<file path="config.mk">
export PLATFORM = sky130hd
export DESIGN_NAME = m_fb_arbiter
export DESIGN_NICKNAME = d
export VERILOG_FILES = /design/src/rtl/fb_pkg.sv /design/src/rtl/m_rr_arb2.sv /design/src/rtl/m_fb_arbiter.sv
export SDC_FILE = /design/constraint.sdc
export NUM_CORES = 1
export LEC_CHECK = 0
export CAP_MARGIN = 20
export CELL_PAD_IN_SITES_DETAIL_PLACEMENT = 0
export CELL_PAD_IN_SITES_GLOBAL_PLACEMENT = 2
export CORE_UTILIZATION = 19
export CTS_CLUSTER_SIZE = 30
export DETAILED_ROUTE_END_ITERATION = 10
export GPL_ROUTABILITY_DRIVEN = 1
export PLACE_DENSITY_LB_ADDON = 0.1
export SYNTH_ARGS = -nofsm -noshare
export SYNTH_HDL_FRONTEND = slang
export SYNTH_SLANG_ARGS = --single-unit
</file>
<file path="constraint.sdc">
create_clock -name clk -period 4 [get_ports clk]
set_input_delay 1.2 -clock clk [delete_from_list [all_inputs] [get_ports clk]]
set_output_delay 1.2 -clock clk [all_outputs]
set_load 0.02 [all_outputs]
</file>
<file path="src/rtl/fb_pkg.sv">
// fb_pkg: framebuffer geometry and arbiter FSM state encoding shared by the
// m_fb_arbiter slice.
package fb_pkg;

    localparam int FB_DEPTH = 1024;
    localparam int FB_AW    = 10;
    localparam int FB_DW    = 8;

    typedef enum logic [1:0] {
        S_SCAN     = 2'd0,
        S_CLIENT   = 2'd1,
        S_CLR_SCAN = 2'd2,
        S_CLR_WR   = 2'd3
    } fb_state_e;

    // Slots whose memory access belongs to the display scan port.
    function automatic logic is_scan_slot(input fb_state_e s);
        return (s == S_SCAN) || (s == S_CLR_SCAN);
    endfunction

endpackage

</file>
<file path="src/rtl/m_rr_arb2.sv">
// m_rr_arb2: two-way round-robin decision; on a tie the client that was not
// granted last wins (last=1 means client 1 was granted most recently).
module m_rr_arb2 (
    input  logic [1:0] req,
    input  logic       last,
    output logic [1:0] gnt
);

    always_comb begin
        gnt = '0;
        if (req[0] && (!req[1] || last)) begin
            gnt[0] = 1'b1;
        end else if (req[1]) begin
            gnt[1] = 1'b1;
        end
    end

endmodule

</file>
<file path="src/rtl/m_fb_arbiter.sv">
// m_fb_arbiter: time-slot arbiter sharing a single-port 1024x8 framebuffer
// between the display scan and two clients. Define FB_CLEAR_EN for the clear engine.
module m_fb_arbiter
    import fb_pkg::*;
(
    input  logic             clk,
    input  logic             rst_btn,
    input  logic [FB_AW-1:0] scan_addr,
    output logic [FB_DW-1:0] scan_data,
    input  logic             req0,
    input  logic             we0,
    input  logic [FB_AW-1:0] addr0,
    input  logic [FB_DW-1:0] wdata0,
    output logic             gnt0,
    output logic [FB_DW-1:0] rdata0,
    output logic             rvalid0,
    input  logic             req1,
    input  logic             we1,
    input  logic [FB_AW-1:0] addr1,
    input  logic [FB_DW-1:0] wdata1,
    output logic             gnt1,
    output logic [FB_DW-1:0] rdata1,
    output logic             rvalid1,
    output logic [FB_AW-1:0] mem_addr,
    output logic             mem_we,
    output logic [FB_DW-1:0] mem_wdata,
    input  logic [FB_DW-1:0] mem_rdata,
    input  logic             clear_start,
    output logic             clear_busy
);

    fb_state_e        state_q, state_d;
    logic             last_q, last_d;
    logic             scan_pend_q, scan_pend_d;
    logic [1:0]       rd_pend_q, rd_pend_d;
    logic [1:0]       rvalid_q, rvalid_d;
    logic [FB_DW-1:0] scan_data_q, scan_data_d;
    logic [FB_DW-1:0] rdata0_q, rdata0_d;
    logic [FB_DW-1:0] rdata1_q, rdata1_d;
    logic [1:0]       arb_req, arb_gnt;
    logic             clr_go;
    logic             clr_last;
    logic             clr_wr;
    logic [FB_AW-1:0] clr_addr;

`ifdef FB_CLEAR_EN
    logic [FB_AW-1:0] clr_cnt_q, clr_cnt_d;
    logic             clr_busy_q, clr_busy_d;

    always_comb begin
        clr_cnt_d = clr_cnt_q;
        if (state_q == S_CLR_WR) begin
            clr_cnt_d = clr_cnt_q + 1'b1;
        end
        clr_busy_d = (state_d == S_CLR_SCAN) || (state_d == S_CLR_WR);
    end

    always_ff @(posedge clk) begin
        if (rst_btn) begin
            clr_cnt_q  <= '0;
            clr_busy_q <= 1'b0;
        end else begin
            clr_cnt_q  <= clr_cnt_d;
            clr_busy_q <= clr_busy_d;
        end
    end

    assign clr_go     = (state_q == S_CLIENT) && clear_start && !clr_busy_q;
    assign clr_last   = (clr_cnt_q == FB_AW'(FB_DEPTH - 1));
    assign clr_wr     = (state_q == S_CLR_WR);
    assign clr_addr   = clr_cnt_q;
    assign clear_busy = clr_busy_q;
`else
    logic unused_clear_start;

    assign unused_clear_start = clear_start;
    assign clr_go             = 1'b0;
    assign clr_last           = 1'b1;
    assign clr_wr             = 1'b0;
    assign clr_addr           = '0;
    assign clear_busy         = 1'b0;
`endif

    // Clients only compete in the client slot; reset suppresses any grant.
    assign arb_req = (state_q == S_CLIENT && !rst_btn) ? {req1, req0} : 2'b00;

    m_rr_arb2 u_rr_arb2 (
        .req  (arb_req),
        .last (last_q),
        .gnt  (arb_gnt)
    );

    assign gnt0 = arb_gnt[0];
    assign gnt1 = arb_gnt[1];

    always_comb begin
        state_d = state_q;
        case (state_q)
            S_SCAN:     state_d = S_CLIENT;
            S_CLIENT:   state_d = clr_go ? S_CLR_SCAN : S_SCAN;
            S_CLR_SCAN: state_d = S_CLR_WR;
            S_CLR_WR:   state_d = clr_last ? S_SCAN : S_CLR_SCAN;
            default:    state_d = S_SCAN;
        endcase
    end

    always_comb begin
        mem_addr  = '0;
        mem_we    = 1'b0;
        mem_wdata = '0;
        if (is_scan_slot(state_q)) begin
            mem_addr = scan_addr;
        end else if (arb_gnt[0]) begin
            mem_addr  = addr0;
            mem_we    = we0;
            mem_wdata = wdata0;
        end else if (arb_gnt[1]) begin
            mem_addr  = addr1;
            mem_we    = we1;
            mem_wdata = wdata1;
        end else if (clr_wr) begin
            mem_addr = clr_addr;
            mem_we   = 1'b1;
        end
        if (rst_btn) begin
            mem_we = 1'b0;
        end
    end

    // Read data lands one cycle after the slot; capture it on the cycle after that.
    always_comb begin
        last_d = last_q;
        if (arb_gnt[0]) begin
            last_d = 1'b0;
        end else if (arb_gnt[1]) begin
            last_d = 1'b1;
        end
        scan_pend_d = is_scan_slot(state_q);
        rd_pend_d   = arb_gnt & ~{we1, we0};
        rvalid_d    = rd_pend_q;
        scan_data_d = scan_pend_q  ? mem_rdata : scan_data_q;
        rdata0_d    = rd_pend_q[0] ? mem_rdata : rdata0_q;
        rdata1_d    = rd_pend_q[1] ? mem_rdata : rdata1_q;
    end

    always_ff @(posedge clk) begin
        if (rst_btn) begin
            state_q     <= S_SCAN;
            last_q      <= 1'b1;
            scan_pend_q <= 1'b0;
            rd_pend_q   <= '0;
            rvalid_q    <= '0;
            scan_data_q <= '0;
            rdata0_q    <= '0;
            rdata1_q    <= '0;
        end else begin
            state_q     <= state_d;
            last_q      <= last_d;
            scan_pend_q <= scan_pend_d;
            rd_pend_q   <= rd_pend_d;
            rvalid_q    <= rvalid_d;
            scan_data_q <= scan_data_d;
            rdata0_q    <= rdata0_d;
            rdata1_q    <= rdata1_d;
        end
    end

    assign scan_data = scan_data_q;
    assign rdata0    = rdata0_q;
    assign rdata1    = rdata1_q;
    assign rvalid0   = rvalid_q[0];
    assign rvalid1   = rvalid_q[1];

endmodule

</file>
==> flow_summary.yaml, run 1 <==
die:
  core-area_mm2: 0.00725
  die_w_um: 88.8
  die_area_mm2: 0.00788
  die_height_um: 88.8
  row_count: 31
  pin_count: 109
  initial_core_util_pct: 19.7
global_routing:
  grt_pass1_wl_mm: 6.98
  antenna_found_initial: 0
  overflow: 0
  grt_use_total_pct: 11.9
  grt_pass1_vias: 1319
  grt_max_degree: 31
cts:
  root_buffer: "clkbuf_8"
  cts_buffers: 5
  clk_pin_slew_ns: 0.06
  clock_latency_ns: 0.27
  clock-sinks: 32
  ctsLongestPathBuffers: 2
  postCtsSetupRepairBufs: 0
  htree_levels: 2
  cts_hold_buf: 0
  cts_tree: "built"
sta:
  setup_ws_ns: 0.0744
  clock_skew_ns: 0.00878
  tightest_slew_ns: 0.592
  setup_viol: 0
  maxSlewViolCount: 0
  fmax_mhz: 255
  finalSetupTns_ns: 0
  rsz0062_at_grt: "no"
  finalHoldViolCount: 0
  layout_min_cycle_time_ns: 3.93
  finalCritPeriodShare_pct: 98.1
  max_slew_margin_pct: 60.5
  holdWs_ns: 0.493
detailed_routing:
  vias_per_cell: 3.98
  antenna_left: 0
  wl_mm: 4.56
  drt_iter0_markers: 52
  drc: 0
  wl_per_cell_um: 13.3
  vias: 1369
  first_pass_iters: 4
pwr:
  p_seq_share_pct: 46.0
  pwr_density_cell_mw_per_mm2: 279
  cellLeakagePower_nw: 1.04
  power.share.switching_pct: 24.9
  power.internal_uw: 550
  p_switching_uw: 182
  comb_power_share_pct: 23.2
  clock_power_share_pct: 30.8
  worst_ir_drop_vdd_uv: 122
  finalPower_uw: 732
worst_setup_path:
  crit_type: "in -> out"
  cp_max_fo: 6
  worstPathRequired_ns: 2.80
  cp.arrival_ns: 2.73
  cp-start-kind: "input pin"
  end_kind: "output pin"
cells_and_area:
  final_nets: 306
  nFillCells: 770
  fin_area_mm2: 0.00263
  num_antenna_cells: 0
  drive_above_1_share_pct: 15.5
  seq_area_um2: 641
  syn_to_final_growth_pct: 83.6
  multi_input_area_um2: 719
  layout.cells.non_filler: 344
  post-route-util_pct: 36.2
placed_design:
  postPlaceCellArea_mm2: 0.00262
  place_ws_ns: -0.276
  dp_cells: 337
  place.gp.congestion: 0.678
  dp_hpwl_mm: 3.45
  portBuffers: 106
logic_synthesis:
  synth_cells: 137
  syn-num-nets: 198
  syn_area_mm2: 0.00143
  yosys.area.top_type: "dfxtp_1"
  synth_area_per_cell_um2: 10.4
  synth-seq-cells: 32
  yosys-top-cells-area: "dfxtp_1, mux2i_1, a221o_1, nor2_1, a22o_1"
  synth.distinct_cells: 21
  yosys_warnings: 0
  yosysTopAreaCellShare_pct: 44.8
  synth.yosys.seq_area_share_pct: 44.8
worst_hold_path:
  min_path_type: "reg -> reg"
flow_run:
  drv_cap: 0
run_status:
  outcome: "finished, final reports clean"
metal layers:
metal	vias up	GRT usage (%)	wire, um
met5	-	0	0
met4	0	3.67	51
met3	7	4.29	366
met2	54	20.1	2150
met1	613	14.2	1990
li1	695	-	-
power groups by stage:
stage	registers [mW]	logic [mW]	clock network, mW
after CTS	0.337	0.179	0.239
after floorplan	0.348	0.0697	0
after detailed placement	0.344	0.184	0
after global routing	0.338	0.183	0.257
final	0.337	0.170	0.226
after global placement	0.344	0.183	0
layout by cell type (no fill, tap or decap):
cell type / instances
mux2i_1: 24
nor2b_2: 1
a221o_1: 11
nand2_1: 2
a22o_1: 9
and2b_1: 3
nor2b_1: 4
nor3b_2: 2
and3b_4: 1
clkbuf_8: 5
and2b_4: 7
buf_2: 10
and2_1: 1
and3_4: 1
clkbuf_1: 1
clkdlybuf4s50_1: 85
nor2_1: 26
dfxtp_1: 32
buf_4: 5
clkbuf_2: 3
dlygate4sd2_1: 8
conb_1: 1
buf_12: 2
clkinv_2: 1
state kept, by name, indices dropped and copies added (netlist names):
| register | flops |
|---|---|
| last_q | 1 |
| rd_pend_q | 2 |
| rdata0 | 8 |
| rdata1 | 8 |
| rvalid_q | 2 |
| scan_data | 8 |
| scan_pend_q | 1 |
| state_q | 2 |
path summary, 6_finish.rpt:
| kind | start | end | slack (ns) | depth (start not counted) |
|---|---|---|---|---|
| setup reg to reg | state_q[1] | rd_pend_q[1] | 2.84 | 4 |
| hold / removal | rdata1[1] | rdata1[1] | 0.49 | 2 |
| setup / recovery | req1 | mem_we | 0.07 | 6 |
| hold reg to reg | rdata1[1] | rdata1[1] | 0.49 | 2 |
cell families (layout without fill, tap and decap cells):
kind of cell / Yosys count / in the layout / share of synthesized area (%)
DFF: 32 / 32 / 44.8
buffers and inverters: 12 / 120 / 5.25
and+or+nand+nor: 48 / 48 / 19.7
other: 1 / 1 / 0.262
muxes: 24 / 24 / 16.8
AOI/OAI and AO/OA: 20 / 20 / 13.2
cell usage after synthesis:
cell,number
buf_1,1
nor3b_2,2
buf_6,1
and2_1,1
clkbuf_1,1
dfxtp_1,32
nand2_1,2
and3_1,1
nor2b_1,4
nor2b_2,1
dlygate4sd1_1,1
and2b_1,3
buf_2,5
a221o_1,11
buf_4,3
nor2_1,26
conb_1,1
and3b_4,1
and2b_4,7
mux2i_1,24
a22o_1,9
final cells by class:
| type | count | share of cell area [%] |
|---|---|---|
| Clock inverter | 1 | 0.191 |
| Timing Repair Buffer | 113 | 40.5 |
| Clock buffer | 6 | 2.76 |
| Sequential cell | 32 | 24.4 |
| Multi-Input combinational cell | 93 | 27.4 |
| Tap cell | 99 | 4.72 |
what timing repair did:
action	in CTS	in global routing
resized for setup	41	17
pin swaps	0	0
endpoints found under the setup margin	21	17
worst max-delay path, stage by stage:
cell and delay (ns):
clkdlybuf4s50_1 0.47, nor2b_2 0.15, and3b_4 0.22, buf_4 0.15
a22o_1 0.21, dlygate4sd2_1 0.32
No activity file was read; power rests on OpenSTA's default activity.
==> run 2: changes to the inputs <==
Settings changed: ABC_AREA set to 0, CORE_UTILIZATION 19 to 35, DONT_BUFFER_PORTS set to 1.
==> flow_summary.yaml, run 2 (same netlist as run 1, synthesis figures left out) <==
run_status:
  outcome: "finished, final reports clean"
cts:
  postCtsSetupRepairBufs: 0
  cts_tree: "built"
  cts_buffers: 5
  clock-sinks: 32
  cts_hold_buf: 0
  root_buffer: "clkbuf_8"
  clock_latency_ns: 0.27
  post_cts_resized: 0
  clk_pin_slew_ns: 0.06
  ctsLongestPathBuffers: 2
  htree_levels: 2
placed_design:
  dp_hpwl_mm: 2.22
  dp_cells: 174
  portBuffers: 0
  place.gp.congestion: 0.629
  postPlaceCellArea_mm2: 0.00142
global_routing:
  overflow: 0
  antenna_found_initial: 0
  grt_pass1_wl_mm: 4.55
  grt_use_total_pct: 14.3
  grt_pass1_vias: 1035
  grt_max_degree: 32
cells_and_area:
  num_antenna_cells: 0
  final_nets: 194
  fin_area_mm2: 0.00155
  multi_input_area_um2: 714
  syn_to_final_growth_pct: 8.31
  final_cell_mix: "dfxtp_1, nor2_1, mux2i_1, a221o_1, a22o_1"
  layout.cells.non_filler: 182
  drive_above_1_share_pct: 14.9
  final_common_cell: "dfxtp_1"
  nFillCells: 360
  seq_area_um2: 641
flow_run:
  drv_cap: 0
detailed_routing:
  drt_iter0_markers: 32
  wl_per_cell_um: 16.6
  wl_mm: 3.02
  antenna_left: 0
  first_pass_iters: 4
  vias: 1019
  drc: 0
  vias_per_cell: 5.60
pwr:
  finalPower_uw: 737
  cellLeakagePower_nw: 0.586
  pwr_density_cell_mw_per_mm2: 476
  worst_ir_drop_vdd_uv: 317
worst_setup_path:
  crit_buf_inv: 0
  path_cells: "nor2b_2 > and3b_4 > a221o_1"
  cp.arrival_ns: 2.15
  path_delay_family: "simple AND/OR/NAND/NOR gates"
  slowest_stage: "and3b_4"
  cp-start-kind: "input pin"
  worstPathRequired_ns: 2.80
  crit_type: "in -> out"
  cpPeakStageDelay_ns: 0.48
  end_kind: "output pin"
  cp_max_fo: 21
worst_hold_path:
  min_path_type: "reg -> reg"
sta:
  finalCritPeriodShare_pct: 83.7
  finalHoldViolCount: 0
  finalSetupTns_ns: 0
  holdWs_ns: 0.502
  clock_skew_ns: 0.00312
  tightest_slew_ns: 0.566
  fmax_mhz: 299
  layout_min_cycle_time_ns: 3.35
  maxSlewViolCount: 0
  rsz0062_at_grt: "no"
  setup_viol: 0
  max_slew_margin_pct: 62.2
die:
  row_count: 22
  die_w_um: 65.9
  die_area_mm2: 0.00435
  core-area_mm2: 0.00380
  initial_core_util_pct: 37.6
  die_height_um: 65.9
  pin_count: 109
-- run 2: worst register-to-register path, stage by stage (launching register included) --
cell,delay [ns]
dfxtp_1,0.51
nor3b_2,0.24
and3_1,0.17
buf_4,0.26
nor3b_2,0.20
-- run 2: per-layer routing --
| metal | vias to the layer above | routed length (um) | track usage, % | part of all wire [%] |
|---|---|---|---|---|
| met5 | - | 0 | 0 | 0 |
| met4 | 0 | 22 | 7.34 | 0.73 |
| met3 | 2 | 324 | 6.21 | 11 |
| met2 | 67 | 1600 | 25.5 | 53 |
| met1 | 476 | 1080 | 13.8 | 36 |
| li1 | 474 | - | - | - |
-- run 2: final timing paths --
| kind | to | cells past startpoint | startpoint | slack (ns) |
|---|---|---|---|---|
| hold reg to reg | state_q[1] | 1 | state_q[1] | 0.50 |
| hold / removal | state_q[1] | 1 | state_q[1] | 0.50 |
| setup / recovery | mem_addr[2] | 3 | req1 | 0.65 |
| setup reg to reg | rd_pend_q[1] | 4 | state_q[0] | 2.56 |
-- run 2: report_power, final --
part | total [mW] | leakage (nW) | internal [mW] | switching (mW)
Combinational | 0.0624 | 0.262 | 0.0302 | 0.0322
Sequential | 0.348 | 0.260 | 0.328 | 0.0198
Clock | 0.327 | 0.0645 | 0.219 | 0.107
Total | 0.737 | 0.586 | 0.578 | 0.159
-- run 2: area by class of cell --
cell class	count	share of cell area, %
clock inverter	1	1.94
sequential	32	41.4
timing repair buffer	1	0.485
multi-input combinational	93	46.1
tap	48	3.88
clock buffer	7	6.22
-- run 2: through the flow --
| step | setup slack, ns | utilization [%] |
|---|---|---|
| after global placement | 0.661 | 37.5 |
| after floorplan | 0.726 | - |
| after CTS | 0.642 | 40.8 |
| after detailed placement | 0.645 | 37.5 |
| after global routing | 0.585 | 40.8 |
| final | 0.652 | 40.8 |
==> run 3: changes to the inputs <==
Settings changed: CORE_UTILIZATION 35 to 32.
Clock period 4 ns to 3.25 ns, I/O delays scaled along.
==> flow_summary.yaml, run 3 (same netlist as run 1, synthesis figures left out) <==
die:
  pin_count: 109
  die_w_um: 68.9
  die_area_mm2: 0.00474
  core-area_mm2: 0.00414
  die_height_um: 68.9
  initial_core_util_pct: 34.5
  row_count: 23
cts:
  root_buffer: "clkbuf_8"
  cts_tree: "built"
  postCtsSetupRepairBufs: 0
  post_cts_resized: 0
  clk_pin_slew_ns: 0.06
  htree_levels: 2
  clock_latency_ns: 0.27
  clock-sinks: 32
  cts_buffers: 5
  cts_hold_buf: 0
  ctsLongestPathBuffers: 2
detailed_routing:
  vias_per_cell: 5.31
  antenna_left: 0
  vias: 982
  wl_per_cell_um: 16.9
  wl_mm: 3.12
  drt_iter0_markers: 42
  drc: 0
  first_pass_iters: 4
worst_setup_path:
  reg2reg_to: "rd_pend_q[0]"
  slowest_stage: "and3b_4"
  path_cells: "nor2b_2 > and3b_4 > a221o_1"
  worstRegToRegCells: 3
  cp.arrival_ns: 1.95
  rrSetupSlack_ns: 1.82
  r2r_start: "state_q[0]"
  cp-start-kind: "input pin"
  crit_type: "in -> out"
  cpPeakStageDelay_ns: 0.49
  worstPathRequired_ns: 2.27
  path_delay_family: "simple AND/OR/NAND/NOR gates"
  end_kind: "output pin"
  cp_max_fo: 21
  crit_buf_inv: 0
sta:
  finalSetupTns_ns: 0
  tightest_slew_ns: 0.571
  layout_min_cycle_time_ns: 2.92
  clock_skew_ns: 0.00403
  maxSlewViolCount: 0
  setup_viol: 0
  rsz0062_at_grt: "no"
  finalHoldViolCount: 0
  finalCritPeriodShare_pct: 89.9
  setup_ws_ns: 0.328
  fmax_mhz: 342
  max_slew_margin_pct: 61.9
cells_and_area:
  num_antenna_cells: 0
  final_common_cell: "dfxtp_1"
  drive_above_1_share_pct: 14.1
  syn_to_final_growth_pct: 6.47
  final_cell_mix: "dfxtp_1, nor2_1, mux2i_1, a221o_1, a22o_1"
  final_nets: 195
pwr:
  comb_power_share_pct: 9.6
  cellLeakagePower_nw: 0.573
  pwr_density_cell_mw_per_mm2: 529
  power.share.switching_pct: 23.9
  p_switching_uw: 192
  p_seq_share_pct: 53.1
  clock_power_share_pct: 37.2
  power.internal_uw: 614
  worst_ir_drop_vdd_uv: 238
placed_design:
  place.gp.congestion: 0.716
  dp_hpwl_mm: 2.26
  place_ws_ns: 0.325
  portBuffers: 0
global_routing:
  overflow: 0
  grt_use_total_pct: 13.3
  grt_max_degree: 32
  grt_pass1_vias: 957
  antenna_found_initial: 0
  grt_pass1_wl_mm: 4.48
run_status:
  outcome: "finished, final reports clean"
worst_hold_path:
  min_path_type: "reg -> reg"
  hp-start: "state_q[1]"
  holdPathEnd: "state_q[1]"
  hold_depth: 1
flow_run:
  drv_cap: 0
## run 3: cell type report
class                      count  area (um^2)
tap                           50         62.6
timing repair buffer           2         15.0
clock buffer                   8         90.1
sequential                    32          641
multi-input combinational     93          714
fill                         432         2620
## run 3: power groups by stage
| stage | Combinational (mW) | Sequential, mW | Clock, mW |
|---|---|---|---|
| 2_1_floorplan | 0.0858 | 0.428 | 0 |
| 3_3_place_gp | 0.0767 | 0.437 | 0 |
| 3_5_place_dp | 0.0783 | 0.437 | 0 |
| 4_1_cts | 0.0783 | 0.429 | 0.315 |
| 5_1_grt | 0.0830 | 0.431 | 0.333 |
| 6_report | 0.0777 | 0.428 | 0.300 |
## run 3: worst max-delay path by stage
stage	depth (start not counted)	start	end
finish	3	req1	mem_addr[4]
global route	3	req1	mem_wdata[4]
CTS	3	req1	mem_addr[4]
detailed placement	3	req1	mem_addr[4]
global placement	3	req1	mem_addr[5]
floorplan	4	req1	mem_addr[0]
## run 3: metrics by stage
| stage | std cells | area [um^2] | util, % | power [mW] | hold WS (ns) |
|---|---|---|---|---|---|
| final | 185 | 1520 | 36.7 | 0.806 | 0.498 |
| after global routing | 185 | 1520 | 36.7 | 0.847 | 0.525 |
| after detailed placement | 177 | 1430 | 34.6 | 0.515 | 0.496 |
| after global placement | 177 | 1430 | 34.6 | 0.514 | 0.490 |
| after CTS | 185 | 1520 | 36.7 | 0.821 | 0.504 |
| after floorplan | 137 | 1430 | - | 0.514 | 0.475 |
## run 3: metal layers
metal  track usage (%)  wire length (um)  vias to the layer above
met1              15.1              1230                      457
met2              20.5              1500                       45
li1                  -                 -                      474
met5                 0                 0                        -
met4              5.10                38                        0
met3              7.57               358                        6
## run 3: worst register-to-register path: cells and delay by family, from the launching register on
| family | cells | cell delay, ns |
|---|---|---|
| flops | 1 | 0.51 |
| simple gates | 3 | 0.85 |
